**config.mk**
```make
export PLATFORM = sky130hd
export DESIGN_NAME = sysid_lat_counter
export DESIGN_NICKNAME = d
export VERILOG_FILES = /design/src/rtl/sysid_pkg.sv /design/src/rtl/sysid_lat_counter.sv
export SDC_FILE = /design/constraint.sdc
export NUM_CORES = 1
export LEC_CHECK = 0
export BUFFER_PORTS_ARGS = -buffer_cell sky130_fd_sc_hd__buf_2
export CAP_MARGIN = 30
export CORE_AREA = 5 5 42 44
export DETAILED_ROUTE_END_ITERATION = 6
export DIE_AREA = 0 0 47 49
export PLACE_DENSITY = 0.47
export SLEW_MARGIN = 20
export SYNTH_ARGS = -nofsm -noshare
export SYNTH_HDL_FRONTEND = slang
export SYNTH_SLANG_ARGS = --single-unit
export TNS_END_PERCENT = 20
```
**constraint.sdc**
```tcl
create_clock -name clk -period 1.49 [get_ports clk]
set_clock_uncertainty 0.05 [all_clocks]
set_input_delay 0.298 -clock clk [delete_from_list [all_inputs] [get_ports clk]]
set_output_delay 0.298 -clock clk [all_outputs]
set_load 0.01 [all_outputs]
```
**src/rtl/sysid_pkg.sv**
```systemverilog
// ============================================================================
// Module   : sysid_pkg
// Brief    : Shared types and constants for the system-ID boot checker.
// Revision : 1.0 - initial release
// ============================================================================
`default_nettype none

package sysid_pkg;

    typedef enum logic [2:0] {
        ST_IDLE    = 3'd0,
        ST_RD_ID   = 3'd1,
        ST_WAIT_ID = 3'd2,
        ST_RD_TS   = 3'd3,
        ST_WAIT_TS = 3'd4,
        ST_CHECK   = 3'd5,
        ST_DONE    = 3'd6,
        ST_RETRY   = 3'd7
    } sysid_state_t;

    localparam logic SYSID_ADDR_ID = 1'b0;
    localparam logic SYSID_ADDR_TS = 1'b1;
    localparam int   RETRY_MAX     = 3;
    localparam int   RETRY_GAP     = 16;

    // Wide enough for both the read latency (max 7) and the retry gap (16)
    localparam int   CNT_W         = 5;

endpackage : sysid_pkg

`default_nettype wire

```
**src/rtl/sysid_lat_counter.sv**
```systemverilog
// ============================================================================
// Module   : sysid_lat_counter
// Brief    : Loadable down-counter with a terminal-count flag (count == 1).
// Revision : 1.0 - initial release
// ============================================================================
`default_nettype none

module sysid_lat_counter
    import sysid_pkg::*;
#(
    parameter int WIDTH = CNT_W
) (
    input  logic             clk,
    input  logic             rst,
    input  logic             i_load,
    input  logic [WIDTH-1:0] i_load_val,
    input  logic             i_dec,
    output logic             o_tc
);

    localparam logic [WIDTH-1:0] c_one = {{(WIDTH-1){1'b0}}, 1'b1};

    logic [WIDTH-1:0] r_count;

    always_ff @(posedge clk or posedge rst) begin
        if (rst) begin
            r_count <= '0;
        end else if (i_load) begin
            r_count <= i_load_val;
        end else if (i_dec && (r_count != '0)) begin
            r_count <= r_count - c_one;
        end
    end

    assign o_tc = (r_count == c_one);

endmodule : sysid_lat_counter

`default_nettype wire

```
==> flow_summary.json <==
{
  "grt_max_degree": 14,
  "ys_types": 20,
  "htree_levels": 1,
  "grt_pass1_vias": 302,
  "yosysSeqAreaShare_pct": 36.6,
  "worstMarginPinSlew_ns": 0.263,
  "start_kind": "flip-flop",
  "cts.path.max_buffers": 2,
  "final_nets": 68,
  "wl_per_cell_um": 12.0,
  "postSynthCellCount": 36,
  "slowest_delay_ns": 0.41,
  "hold_viol": 0,
  "hp-class": "input port to flip-flop",
  "cts_tree": "yes",
  "netlist_area_um2": 342,
  "min_to": "r_count[4]$_DFFE_PP0P_",
  "reg_top3": "r_count (5)",
  "end_kind": "primary output",
  "antenna_found_initial": 0,
  "cap_violations": 0,
  "ys_warn_count": 0,
  "ant_nets": 0,
  "hold_depth": 3,
  "cp_top_family": "flip-flops",
  "row_count": 14,
  "reg2regPathDepth": 5,
  "setup_viol": 4,
  "multiInputGateArea_um2": 240,
  "clkTransAtPathRegs_ns": 0.04,
  "wl_um": 862,
  "synth.area.top_cells": "dfrtp_1 (37%), or4b_4 (8.1%), ha_1 (7.3%)",
  "start_util_pct": 24.4,
  "die_w_um": 47,
  "outcome": "finished, violations left",
  "violations": "negative setup slack",
  "largest-register": "r_count",
  "synth-seq-cells": 5,
  "synth_top_area_share_pct": 36.6,
  "num_vias": 326,
  "design.die.area_um2": 2300,
  "drive_above_1_share_pct": 50.0,
  "hpwl_um": 661,
  "cp_max_fo": 3,
  "rsz0062_at_grt": "yes",
  "cp.arrival_ns": 1.26,
  "grt_overflow": 0,
  "post_cts_buffers": 0,
  "area_growth_pct": 57.5,
  "drt-vias-per-instance": 4.53,
  "cp.buffers_inverters": 3,
  "clock_latency_ns": 0.24,
  "ir_drop_mv": 0.269,
  "stdcell_area_um2": 538,
  "cts_buffers": 3,
  "r2r-end": "r_count[1]$_DFFE_PP0P_",
  "leakagePower_nw": 0.244,
  "grt_pass1_wl_um": 1340,
  "grtUsageTotal_pct": 8.96,
  "drt_iter0_drc": 1,
  "seqCellArea_um2": 125,
  "place_congestion": 0.801,
  "cts.sinks": 5,
  "fin_ws_ns": -0.118,
  "synth_top_area_cell": "dfrtp_1",
  "diodes": 0,
  "pre_cts_ws_ns": -0.146,
  "path_class": "flip-flop to primary output",
  "finalMaxSlewViolations": 0,
  "cellPowerDensity_nw_per_um2": 880,
  "period_minus_slack_ns": 1.61,
  "crit_slowest_cell": "dfrtp_1",
  "die_y_um": 49,
  "core_um2": 1400,
  "syn_nets": 47,
  "fillers": 159,
  "min_from": "i_load_val[4]",
  "final_cell_mix": "buf_2 (9), buf_4 (6), dfrtp_1 (5), nand2_1 (4)",
  "rrSetupSlack_ns": -0.10,
  "pin_count": 10,
  "avgSynthCellArea_um2": 9.49,
  "cp_cell_sequence": "inv_2 -> buf_6 -> ha_4 -> nor4b_4 -> buf_2",
  "drc_errors": 0,
  "slew_headroom_pct": 82.5,
  "layout_commonest_cell": "buf_2",
  "firstDrtPassIters": 3,
  "dpl_cell_area_um2": 467,
  "r2r_start": "r_count[1]$_DFFE_PP0P_",
  "root_buffer": "clkbuf_4",
  "crit_required_ns": 1.14,
  "port_buffers": 9,
  "largest_reg_flops": 5,
  "setup_tns_ns": -0.373,
  "finalCritPeriodShare_pct": 108,
  "fmax_ghz": 0.622
}
## worst max path at each step
stage | startpoint | to | cells after the start
after floorplan | r_count[0]$_DFFE_PP0P_ | r_count[1]$_DFFE_PP0P_ | 5
after global placement | r_count[1]$_DFFE_PP0P_ | r_count[0]$_DFFE_PP0P_ | 5
after detailed placement | r_count[1]$_DFFE_PP0P_ | r_count[0]$_DFFE_PP0P_ | 5
after CTS | r_count[1]$_DFFE_PP0P_ | o_tc | 5
after global routing | r_count[1]$_DFFE_PP0P_ | o_tc | 5
final | r_count[1]$_DFFE_PP0P_ | o_tc | 5
## tightest hold or removal path, delay by kind of cell
| kind | cells | cell delay, ns |
|---|---|---|
| buffers and inverters | 1 | 0.07 |
| AO/OA/AOI/OAI | 1 | 0.06 |
| AND/OR/NAND/NOR | 1 | 0.04 |
## stage by stage
step / cells / hold slack, ns / total power [mW] / utilization (%)
after floorplan: 36 / 0.0265 / 0.234 / -
after global placement: 67 / 0.165 / 0.295 / 33.3
after detailed placement: 67 / 0.169 / 0.295 / 33.3
after CTS: 72 / 0.209 / 0.478 / 38.1
after global routing: 72 / 0.236 / 0.508 / 38.4
final: 72 / 0.214 / 0.473 / 38.4
## cell families (layout without fill, tap and decap cells)
family / after synthesis / in the layout / synth area share, %
AND/OR/NAND/NOR: 13 / 13 / 25.6
AO/OA/AOI/OAI: 10 / 10 / 22.0
flip-flops: 5 / 5 / 36.6
buffers and inverters: 5 / 25 / 5.49
adder cells (fa/ha/maj): 2 / 2 / 7.32
multiplexers: 1 / 1 / 2.93
## per-layer routing
| layer | GRT usage [%] | vias up | part of all wire [%] |
|---|---|---|---|
| met5 | 0 | - | 0 |
| met4 | 11.1 | 0 | 4.6 |
| met3 | 1.48 | 4 | 5.5 |
| met2 | 11.1 | 10 | 45 |
| met1 | 11.0 | 139 | 45 |
| li1 | - | 173 | - |
## report_power, final
group / total, mW / switching, mW / internal, mW
clock network: 0.158 / 0.0567 / 0.101
logic: 0.148 / 0.0673 / 0.0810
registers: 0.167 / 0.0148 / 0.152
## cells in the mapped netlist
| master | number |
|---|---|
| ha_1 | 2 |
| nor2b_1 | 3 |
| o21ai_0 | 1 |
| nor3b_1 | 1 |
| or4b_4 | 2 |
| nand2_1 | 4 |
| a2111oi_2 | 1 |
| o311ai_0 | 1 |
| a221o_1 | 1 |
| o21ai_1 | 1 |
| o31ai_1 | 1 |
| nor2_1 | 1 |
| or3_1 | 1 |
| nor4b_1 | 1 |
| inv_1 | 4 |
| a21oi_1 | 3 |
| dfrtp_1 | 5 |
| clkbuf_1 | 1 |
| mux2i_1 | 1 |
| a31o_2 | 1 |
## repair_timing
action / 4_1_cts / 5_1_grt
setup endpoints to repair: 4 / 5
pin swaps: 1 / 0
hold endpoints to repair: 5 / 0
cloned: 0 / 0
hold buffers: 1 / 0
resized for setup: 7 / 1
## layout make-up
class | instances | share of cell area, %
clock buffers | 4 | 4.88
inverters | 4 | 2.79
multi-input cells | 26 | 44.7
flip-flops and latches | 5 | 23.3
well taps | 16 | 3.72
repair buffers | 17 | 20.7
Note: power is estimated with default switching activity, not from simulation.
